`src/rtl/matmul2x2_sched.sv`:
```
// matmul2x2_sched: 2x2 8-bit matrix multiplier shared between two request ports.
// A single 8x8 multiplier and 17-bit adder run one job at a time over 8 steps.
// Build option: define MATMUL_SAT_EN to saturate result elements at 255 instead
// of wrapping them modulo 256.
module matmul2x2_sched (
    input  logic        clk,
    input  logic        rst,
    input  logic [1:0]  req_valid,
    output logic [1:0]  req_ready,
    input  logic [31:0] a0,
    input  logic [31:0] b0,
    input  logic [31:0] a1,
    input  logic [31:0] b1,
    output logic [1:0]  rsp_valid,
    input  logic [1:0]  rsp_ready,
    output logic [31:0] rsp_data,
    output logic        busy,
    output logic [15:0] job_count
);

    typedef enum logic [1:0] {
        StIdle    = 2'd0,
        StCompute = 2'd1,
        StResp    = 2'd2
    } state_e;

    state_e      r_state;
    logic        r_ptr;
    logic        r_owner;
    logic [2:0]  r_step;
    logic [31:0] r_a;
    logic [31:0] r_b;
    logic [16:0] r_acc [4];
    logic [1:0]  r_rsp_valid;
    logic [31:0] r_rsp_data;
    logic [15:0] r_job_count;

    logic [1:0]  w_elem;
    logic        w_term;
    logic [1:0]  w_a_idx;
    logic [1:0]  w_b_idx;
    logic [7:0]  w_a_el;
    logic [7:0]  w_b_el;
    logic [15:0] w_prod;
    logic [16:0] w_sum;
    logic [1:0]  w_grant;
    logic        w_win;

    // Element idx = 2*row + col, packed m00 in the top byte.
    function automatic logic [7:0] elem_at(input logic [31:0] m, input logic [1:0] idx);
        case (idx)
            2'd0:    elem_at = m[31:24];
            2'd1:    elem_at = m[23:16];
            2'd2:    elem_at = m[15:8];
            default: elem_at = m[7:0];
        endcase
    endfunction

    function automatic logic [7:0] clip(input logic [16:0] acc);
`ifdef MATMUL_SAT_EN
        clip = (acc > 17'd255) ? 8'hFF : acc[7:0];
`else
        clip = acc[7:0];
`endif
    endfunction

    // Step k: element e = k>>1 at (i,j) = (e>>1, e&1), term t = k&1.
    assign w_elem  = r_step[2:1];
    assign w_term  = r_step[0];
    assign w_a_idx = {w_elem[1], w_term};
    assign w_b_idx = {w_term, w_elem[0]};
    assign w_a_el  = elem_at(r_a, w_a_idx);
    assign w_b_el  = elem_at(r_b, w_b_idx);
    assign w_prod  = {8'd0, w_a_el} * {8'd0, w_b_el};
    assign w_sum   = (w_term ? r_acc[w_elem] : 17'd0) + {1'b0, w_prod};

    // Combinational round-robin arbitration, only live in IDLE out of reset.
    always_comb begin
        w_grant = 2'b00;
        if (r_state == StIdle && rst) begin
            if (req_valid == 2'b11) begin
                w_grant = r_ptr ? 2'b10 : 2'b01;
            end else begin
                w_grant = req_valid;
            end
        end
    end

    assign w_win     = w_grant[1];
    assign req_ready = w_grant;
    assign rsp_valid = r_rsp_valid;
    assign rsp_data  = r_rsp_data;
    assign busy      = (r_state != StIdle);
    assign job_count = r_job_count;

    // Job FSM: accept, 8 multiply/accumulate steps, then hold the response.
    always_ff @(posedge clk) begin
        if (!rst) begin
            r_state     <= StIdle;
            r_ptr       <= 1'b0;
            r_owner     <= 1'b0;
            r_step      <= 3'd0;
            r_a         <= 32'd0;
            r_b         <= 32'd0;
            for (int i = 0; i < 4; i++) begin
                r_acc[i] <= 17'd0;
            end
            r_rsp_valid <= 2'b00;
            r_rsp_data  <= 32'd0;
            r_job_count <= 16'd0;
        end else begin
            case (r_state)
                StIdle: begin
                    if (w_grant != 2'b00) begin
                        r_owner <= w_win;
                        r_ptr   <= ~w_win;
                        r_step  <= 3'd0;
                        r_a     <= w_win ? a1 : a0;
                        r_b     <= w_win ? b1 : b0;
                        r_state <= StCompute;
                    end
                end
                StCompute: begin
                    r_acc[w_elem] <= w_sum;
                    r_step        <= r_step + 3'd1;
                    if (r_step == 3'd7) begin
                        r_state     <= StResp;
                        r_rsp_valid <= r_owner ? 2'b10 : 2'b01;
                        // Last element comes straight from the adder on this step.
                        r_rsp_data  <= {clip(r_acc[0]), clip(r_acc[1]), clip(r_acc[2]),
                                        clip(w_sum)};
                    end
                end
                StResp: begin
                    if (rsp_ready[r_owner]) begin
                        r_state     <= StIdle;
                        r_rsp_valid <= 2'b00;
                        r_rsp_data  <= 32'd0;
                        r_job_count <= r_job_count + 16'd1;
                    end
                end
                default: begin
                    r_state <= StIdle;
                end
            endcase
        end
    end

endmodule

```
`config.mk`:
```
export PLATFORM = sky130hd
export DESIGN_NAME = matmul2x2_sched
export DESIGN_NICKNAME = d
export VERILOG_FILES = /design/src/rtl/matmul2x2_sched.sv
export SDC_FILE = /design/constraint.sdc
export NUM_CORES = 1
export LEC_CHECK = 0
export BUFFER_PORTS_ARGS = -buffer_cell sky130_fd_sc_hd__buf_4
export CAP_MARGIN = 20
export CORE_ASPECT_RATIO = 1.2
export CORE_MARGIN = 4
export CORE_UTILIZATION = 50
export CTS_CLUSTER_SIZE = 25
export DETAILED_ROUTE_END_ITERATION = 16
export PLACE_DENSITY = 0.75
export SYNTH_ARGS = -nofsm -noshare
export SYNTH_HDL_FRONTEND = slang
export SYNTH_SLANG_ARGS = --single-unit
```
`constraint.sdc`:
```
create_clock -name clk -period 6 [get_ports clk]
set_input_delay 0.3 -clock clk [delete_from_list [all_inputs] [get_ports clk]]
set_output_delay 0.3 -clock clk [all_outputs]
set_load 0.02 [all_outputs]
```
======== After elaboration in Yosys (flattened, before gate mapping) ========
Memories as Yosys holds them, arrays and structs flattened. A register that Yosys moved wholly into a read port is not among the register bits.
Cells that the tools add are included.
word-level totals
  flip-flop bits (word level) ............. 121
  bits in writable memories ............... 68
  input port bits ......................... 134
  memories kept ........................... 1
operators by class
  add/sub/neg operators ................... 3
  multiply operators ...................... 1
  $lt $le $gt $ge ......................... 1
  equality and inequality tests ........... 11
  multiplexer cells ....................... 31
  bitwise logic cells ..................... 1
  reduce and logical (&&, ||, !) cells .... 14
memories
  memory  words  width  rd ports  clocked after Yosys merged registers in  write ports  RTL line  source
  r_acc   4      17     4         1                                        4            33        logic [16:0] r_acc [4];
operators with widths
  kind                   count
  $mux 32                4
  $pmux 32 s2            1
  $pmux 8 s3             2
  $mux 17                2
  $mux 2                 11
  $add 17x16->17         1
  $reduce_or 17->1       1
  $add 16x1->16 const B  1
  $mul 8x8->16           1
  $eq 2x2->1 const B     4
  $reduce_bool 2->1      4
  $mux 1                 7
  $eq 2x1->1 const B     3
  $logic_not 2->1        3
  $pmux 2 s3             1
  $pmux 3 s2             1
  $reduce_and 2->1       3
  $reduce_and 3->1       2
  $ne 2x2->1 const B     2
  $pmux 2 s2             1
  $add 3x1->3 const B    1
  $eq 3x3->1 const B     1
  $mux 3                 1
  $lt 1x2->1 const B     1
  3 further kinds        3

======== Logic depth before layout (Yosys ltp) ========
Gate-level depths: netlist of run 1.
  depth after elaboration ................. 8
  gate-level depth with buffers ........... 23
  gate-level depth less buffers ........... 20

======== Worst setup path before layout of run 1 ========
Ideal clock, no wire load.
  path type ............................... reg-to-reg
  start point ............................. reg r_step[0]
  end point ............................... reg r_rsp_data[7], in the netlist rsp_data[7]
  library setup time ...................... 88 ps
  data arrival time ....................... 5181 ps
  required time ........................... 5912 ps
  setup slack ............................. 731 ps
  cell stages (with the launch flop) ...... 22
  period minus slack after synthesis ...... 5269 ps
  cell sequence ........................... dfxtp_1 > buf_6 > buf_2 > inv_1 > ha_1 > clkbuf_2 > a222oi_1 > a21oi_1 > nand2_1 > fa_1 > inv_1 > fa_1 > inv_1 > fa_1 > fa_1 > inv_1 > ha_1 > a21oi_1 > xor2_1 > xnor2_1 > xnor3_2 > o32ai_2
between the ends
  longest elaborated chain between the ends .. 6
  elaborated cells on any way between the ends .. 16
  those cells by class .................... add/sub (1); mul (1); eq/ne (6); mux (5); reduce/logical (3)
ends and longest elaborated chain
  element                                   RTL line  source
  start, declared                           30        logic [2:0] r_step;
  start signal, assigned                    125       r_step <= r_step + 3'd1;
  $eq 2x2->1, or another cell as far along  51        case (idx)
  $pmux 8 s3                                51
  $mul 8x8->16                              74        assign w_prod = {8'd0, w_a_el} * {8'd0, w_b_el};
  $add 17x16->17                            75        assign w_sum = (w_term ? r_acc[w_elem] : 17'd0) + {1'b0, w_prod};
  $mux 32                                   126       if (r_step == 3'd7) begin
  $pmux 32 s2                               112       case (r_state)
  end signal, assigned                      130       r_rsp_data <= {clip(r_acc[0]), clip(r_acc[1]), clip(r_acc[2]),
  end, declared                             35        logic [31:0] r_rsp_data;
Several ways; a longest one is shown, not always the timed one. The select of a mux whose other input is x is not followed.
A chain may end at the register's enable or synchronous reset.

======== Worst setup path in the final report of run 1 ========
Ends and elaborated chain as after synthesis.

==> results.yml, run 1 <==
power_and_ir_drop:
  ir_worst_vdd_uv: 179
  leakagePower_nw: 4.11
  power-per-cell-area_mw_per_mm2: 256
worst_setup_path:
  critPathCapture: "rsp_data[7]"
  critical_path.cell_chain: "inv_1 > ha_1 > a222oi_1 > a21oi_1 > nand2_1 > fa_1 > inv_1 > fa_1 > ha_1 > inv_1 > fa_1 > inv_1 > ha_1 > a21o_1 > a21oi_1 > xor2_1 > xnor2_1 > xnor3_2 > o32ai_2"
  critical_path.reg2reg.startpoint: "r_step[0]"
  ff2ff_path_depth: 19
  cp.buffers_inverters: 4
  worstPathArrival_ns: 5.90
  crit_path_end_kind: "flip-flop"
  worst_setup_path_startpoint: "r_step[0]"
  worst_r2r_endpoint: "rsp_data[7]"
  timing.setup.critical_path_class: "flip-flop to flip-flop"
  timing.critical_path.from_type: "flip-flop"
  cell_class_contributing_the_biggest_share_of_worst_path_delay: "adder cells"
  critical-path-top-cell-by-count: "inv_1"
  cp.required_ns: 6.34
  crit_slowest_cell: "fa_1"
  critPathMaxStageDelay_ns: 0.55
  ff2ff_setup_slack_ns: 0.43
  critical_path_depth: 19
  crit_path_max_fanout: 12
layout:
  area_taken_by_multi_input_logic_gates_mm2: 0.00390
  area_delta_synth_final_pct: 26.2
  fraction_of_layout_instances_using_a_drive_strength_above_1_pct: 24.3
  layout.cells.most_common_list: "buf_4, nand2_1, dfxtp_1, nor2_1, a21oi_1"
  ff_latch_area_mm2: 0.00342
  fin_nets: 1167
  fill_cells: 1319
  layout.cells.non_filler: 1209
  antennaDiodeCount: 0
  layout.cells.most_common: "buf_4"
timing:
  max-slew-margin-rel_pct: 34.9
  final.period_utilization_pct: 92.8
  setup-tns-final_ns: 0
  finalClockSkew_ns: 0.00859
  final_critical_path_required_period_ns: 5.57
  count_of_endpoints_failing_setup_in_the_final_report: 0
  timing.final.hold_violations: 0
  unrepaired_setup_endpoints_after_global_routing: "no"
  max_slew.worst_pin.slew_ns: 0.976
  max_freq_mhz: 180
  finalHoldWorstSlack_ns: 0.133
  timing_max_transition_violations_final: 0
route:
  detail-route-antenna-nets: 0
  total_wire_length_after_detailed_routing_mm: 21.5
  wl_per_cell_um: 17.8
  drt_first_iter_violations: 462
  drcViolationCount: 0
  detail_route.first_pass.iterations: 10
  vias: 6810
  routed_via_density: 5.63
clock_tree:
  clockRootBuffer: "clkbuf_16"
  clock_tree_from_tritoncts: "done"
  cts_sinks: 155
  htree_levels: 4
  numCtsBuffers: 17
  clock_path_buffers: 2
  postCtsSetupBuffers: 0
  insertion_delay_ns: 0.42
  hold_buffers: 0
  cts.clk_slew.worst_paths_ns: 0.06
worst_hold_path:
  hold_path.class: "input port to flip-flop"
placed_design:
  finalWeightedCongestion: 0.873
  detailedPlacementHpwl_mm: 15.7
  numPortBuffers: 186
  placedCellCount: 1176
synthesis:
  ys_async_sr_fraction_pct: 0
  synthesis.instances: 839
  post_synth.cell_area_avg_um2: 9.20
  dominantRegCellSynth: "dfxtp_1"
  synth.ff_latch_count: 155
  post_synth_instance_area_mm2: 0.00772
  yosysSeqAreaShare_pct: 44.4
  synth_nets: 1014
  yosys_warnings: 0
  yosysUniqueCellTypes: 44
  post_synth_edffs: 32
grt:
  grt_met3_usage_pct: 7.12
  grt_max_degree: 79
  antenna_found_initial: 0
  track_usage_pct: 24.9
  met1_usage_grt_pct: 28.4
  via_count_of_the_first_global_routing_pass: 6855
  most_heavily_used_metal_layer_in_global_routing: "met2"
  grtUsageMet2_pct: 44.4
  wire_length_of_the_first_global_routing_pass_mm: 34.1
  grt_overflow: 0
outcome:
  status: "complete, no violations"
floorplanning:
  chipWidth_um: 121
  die_height_um: 144
  num_io_pins: 187
  core.rowCount: 49
  design.core.area_mm2: 0.0151
  starting_density_pct: 51.2
  die-area_mm2: 0.0175
run:
  max_cap_viol_count: 0
==> cells in the mapped netlist (11+ instances only) <==
| cell type | count | area (um^2) |
|---|---|---|
| a21oi_1 | 47 | 235 |
| a222oi_1 | 33 | 330 |
| a311oi_1 | 39 | 342 |
| and2_1 | 23 | 144 |
| clkbuf_1 | 45 | 169 |
| dfxtp_1 | 123 | 2460 |
| edfxtp_1 | 32 | 961 |
| fa_1 | 18 | 360 |
| ha_1 | 23 | 288 |
| inv_1 | 39 | 146 |
| mux4_2 | 11 | 248 |
| nand2_1 | 157 | 589 |
| nand3_1 | 38 | 190 |
| nor2_1 | 110 | 413 |
| xnor2_1 | 13 | 114 |
| xor2_1 | 14 | 123 |
==> tightest hold or removal path: stages <==
cell and delay (ns):
buf_4 0.08, a222oi_1 0.07, nor2_1 0.08
==> power by group <==
part	total, mW	internal (mW)	switching [mW]	leakage, nW
clock	0.998	0.577	0.421	0.265
sequential	1.15	1.11	0.0376	1.33
combinational	0.347	0.159	0.188	2.51
total	2.50	1.85	0.647	4.11
==> stage by stage <==
step                instance area (um^2)  power, mW  setup slack [ns]  util [%]
detailed placement                  9180       1.51             0.389      60.8
CTS                                 9720       2.51             0.358      64.5
global placement                    9180       1.51             0.562      60.8
finish                              9740       2.50             0.432      64.6
global route                        9740       2.60            0.0322      64.6
floorplan                           7720       1.37             0.731         -
==> area by class of cell <==
cell class | count | share of cell area [%]
clock buffers | 20 | 4.58
clock inverters | 12 | 1.00
inverters | 39 | 1.52
multi-input cells | 584 | 40.0
flip-flops and latches | 155 | 35.1
well taps | 204 | 2.62
repair buffers | 195 | 15.2
==> sequential cells by signal (all words and copies together), names as in the netlist, named ones only <==
register,count
r_a,32
r_acc,32
r_b,32
rsp_data,32
job_count,16
r_step,3
r_state,2
rsp_valid,2
r_owner,1
r_ptr,1
==> how the worst min path moves through the flow <==
stage                       from           end  slack, ns  depth (start not counted)
floorplan                  a1[0]        r_a[0]       0.46                          2
finish                     b0[0]        r_b[0]       0.13                          3
detailed placement  rsp_data[25]  rsp_data[25]       0.46                          2
CTS                       b0[23]       r_b[23]       0.12                          3
global route               b0[9]        r_b[9]       0.13                          3
global placement    rsp_data[19]  rsp_data[19]       0.46                          2
==> what timing repair did <==
| action | 4_1_cts | 5_1_grt |
|---|---|---|
| endpoints found under the hold margin | 0 | 0 |
| resized for setup | 0 | 1 |
| endpoints found under the setup margin | 0 | 2 |
==> cell families (layout without fill, tap and decap cells) <==
family	after synthesis	in the layout	synth area share [%]
AND/OR/NAND/NOR	362	362	20.1
multiplexers	17	17	5.04
buffers and inverters	100	266	5.27
AO/OA/AOI/OAI	135	135	13.2
flip-flops	155	155	44.4
XOR/XNOR	29	29	3.58
adder cells (fa/ha/maj)	41	41	8.40
==> per-layer routing <==
layer / vias to the layer above / share of wire, %
met1: 3238 / 38
met2: 275 / 51
li1: 3251 / -
met3: 46 / 7.7
met4: 0 / 2.8
met5: - / 0
Power figures use the tool's default switching activity.
==> run 2, diff against run 1 <==
--- a/config.mk
+++ b/config.mk
@@ -5,6 +5,7 @@
 export SDC_FILE = /design/constraint.sdc
 export NUM_CORES = 1
 export LEC_CHECK = 0
+export ABC_AREA = 1
 export BUFFER_PORTS_ARGS = -buffer_cell sky130_fd_sc_hd__buf_4
 export CAP_MARGIN = 20
 export CORE_ASPECT_RATIO = 1.2
@@ -12,7 +13,7 @@
 export CORE_UTILIZATION = 50
 export CTS_CLUSTER_SIZE = 25
 export DETAILED_ROUTE_END_ITERATION = 16
-export PLACE_DENSITY = 0.75
+export PLACE_DENSITY = 0.74
 export SYNTH_ARGS = -nofsm -noshare
 export SYNTH_HDL_FRONTEND = slang
 export SYNTH_SLANG_ARGS = --single-unit
==> results.yml, run 2 <==
outcome:
  status: "complete, no violations"
synthesis:
  yosys-mux-area-fraction_pct: 0
  yosysSeqAreaShare_pct: 40.5
  netlist_top_cells_area: "dfxtp_1, nand2_1, edfxtp_1"
  yosys.area_share.simple_pct: 28.3
  post_synth_edffs: 32
  synth_top_family_by_area: "simple AND/OR/NAND/NOR gates"
  post_synth.cell_area_avg_um2: 7.07
  yosysUniqueCellTypes: 38
  synth_compound_area_share_pct: 12.6
  synth_common_cells: "nand2_1, nor2_1, inv_1, dfxtp_1, nand3_1"
  dominantRegCellSynth: "dfxtp_1"
  ys_async_sr_fraction_pct: 0
  yosys.area_share.xor_xnor_pct: 0.518
  post_synth_instance_area_mm2: 0.00845
  synth_top_cell_by_area: "dfxtp_1"
  synthesis.instances: 1195
  yosys_warnings: 0
  yosysMostFrequentCell: "nand2_1"
  synth_top_cell_area_share_pct: 29.2
  synth_nets: 1370
  synth.ff_latch_count: 155
  post_synth_fa_ha_maj_area_fraction_pct: 7.67
clock_tree:
  clock_tree_from_tritoncts: "done"
  clockRootBuffer: "clkbuf_16"
  cts_sinks: 155
  clock_path_buffers: 2
  numCtsBuffers: 17
  cts.clk_slew.worst_paths_ns: 0.06
  htree_levels: 4
  insertion_delay_ns: 0.42
  hold_buffers: 0
timing:
  max_freq_mhz: 181
  finalClockSkew_ns: 0.00924
  setup_ws_ns: 0.461
  max-slew-margin-rel_pct: 39.1
  timing_max_transition_violations_final: 0
  setup-tns-final_ns: 0
  final_critical_path_required_period_ns: 5.54
  timing.final.hold_violations: 0
  count_of_endpoints_failing_setup_in_the_final_report: 0
  final.period_utilization_pct: 92.3
  unrepaired_setup_endpoints_after_global_routing: "no"
  max_slew.worst_pin.slew_ns: 0.912
placed_design:
  finalWeightedCongestion: 0.909
  dpl_cell_area_mm2: 0.00992
  numPortBuffers: 186
  placedCellCount: 1545
  pre_cts_slack_ns: 0.453
  detailedPlacementHpwl_mm: 17.2
layout:
  layout.cells.most_common_list: "nand2_1, buf_4, nor2_1, inv_1, dfxtp_1"
  fraction_of_layout_instances_using_a_drive_strength_above_1_pct: 17.7
  layout.cells.most_common: "nand2_1"
  layout.cells.non_filler: 1575
  antennaDiodeCount: 0
  finalCoreUtilization_pct: 64.0
  area_delta_synth_final_pct: 24.2
  fin_nets: 1527
  layout.cell_area.non_filler_mm2: 0.0105
power_and_ir_drop:
  power-per-cell-area_mw_per_mm2: 247
  fraction_of_power_consumed_by_sequential_logic_pct: 44.4
  cellInternalPower_mw: 1.92
  pwr-share-comb_pct: 15.4
  p_switching_mw: 0.681
  leakagePower_nw: 5.10
  ir_worst_vdd_uv: 217
  clkPwrFrac_pct: 40.2
  p_sw_share_pct: 26.2
worst_setup_path:
  critPathMaxStageDelay_ns: 0.54
  cell_class_contributing_the_biggest_share_of_worst_path_delay: "adder cells"
  crit_path_end_kind: "flip-flop"
  critical-path-top-cell-by-count: "nand2_1"
  crit_path_max_fanout: 11
  crit_slowest_cell: "fa_1"
  cp.required_ns: 6.16
  timing.setup.critical_path_class: "flip-flop to flip-flop"
  timing.critical_path.from_type: "flip-flop"
  worstPathArrival_ns: 5.70
  cp.buffers_inverters: 5
run:
  max_cap_viol_count: 0
grt:
  wire_length_of_the_first_global_routing_pass_mm: 37.6
  track_usage_pct: 24.5
  grt_overflow: 0
  via_count_of_the_first_global_routing_pass: 7727
  grt_max_degree: 85
  antenna_found_initial: 0
floorplanning:
  design.core.area_mm2: 0.0164
  starting_density_pct: 51.5
  die_height_um: 150
  die-area_mm2: 0.0190
  num_io_pins: 187
  core.rowCount: 51
  chipWidth_um: 127
worst_hold_path:
  hold_path.class: "input port to flip-flop"
route:
  wl_per_cell_um: 14.5
  detail_route.first_pass.iterations: 6
  drt_first_iter_violations: 567
  drcViolationCount: 0
  vias: 8062
  total_wire_length_after_detailed_routing_mm: 22.9
  detail-route-antenna-nets: 0
  routed_via_density: 5.12
[run 2: changes by cell type after synthesis, sizes merged, moves of 38 or more]
cell    before  now
nand2      158  321
o21ai        5   68
o211ai       2   40
a311oi      39    0
inv         39  163
nor2       111  178
[run 2: layout make-up]
cell class | instances | area, um^2
Clock buffer | 24 | 482
Clock inverter | 6 | 90.1
Fill cell | 1515 | 5900
Inverter | 164 | 616
Multi-Input combinational cell | 820 | 4160
Sequential cell | 155 | 3420
Tap cell | 212 | 265
Timing Repair Buffer | 194 | 1460
[run 2: logic make-up (layout without fill, tap and decap cells)]
kind of cell	after synthesis	in the layout
fa+ha+maj	41	41
compound gates	182	182
simple gates	592	592
buf+inv	220	388
xor+xnor	5	5
flops	155	155
[run 2: routing by layer]
layer	part of all wire (%)	track usage, %	vias up
met5	0	0	-
met4	3.6	10.6	0
met3	6.0	4.79	57
met2	48	41.7	279
met1	42	30.3	3618
li1	-	-	4108
[run 2: metrics by stage]
step                hold WS [ns]  power [mW]
floorplan                  0.449        1.42
global placement           0.450        1.56
detailed placement         0.453        1.57
CTS                        0.157        2.61
global route               0.179        2.72
finish                     0.168        2.60
[run 2: worst paths after layout]
path | to | startpoint | cells past startpoint | slack [ns]
worst min register to register | rsp_data[19] | rsp_data[19] | 2 | 0.46
worst max register to register | r_acc[2][7] | r_step[0] | 27 | 0.46
worst max-delay path | r_acc[2][7] | r_step[0] | 27 | 0.46
worst min-delay path | r_b[10] | b0[10] | 5 | 0.17
[run 2: worst min-delay path: stages]
cell	delay [ns]
buf_4	0.07
nand2_1	0.04
nand3_1	0.07
nand2_1	0.04
inv_1	0.04
[run 2: power by group through the flow]
stage               clock network (mW)  registers (mW)  logic, mW
finish                            1.04            1.15      0.400
global route                      1.10            1.16      0.452
CTS                               1.06            1.15      0.400
detailed placement                   0            1.17      0.396
global placement                     0            1.18      0.390
floorplan                            0            1.16      0.258
[run 2: repair_timing]
item,CTS,global route
gates resized for setup,0,2
buffers inserted,0,0
endpoints found under the setup margin,0,4
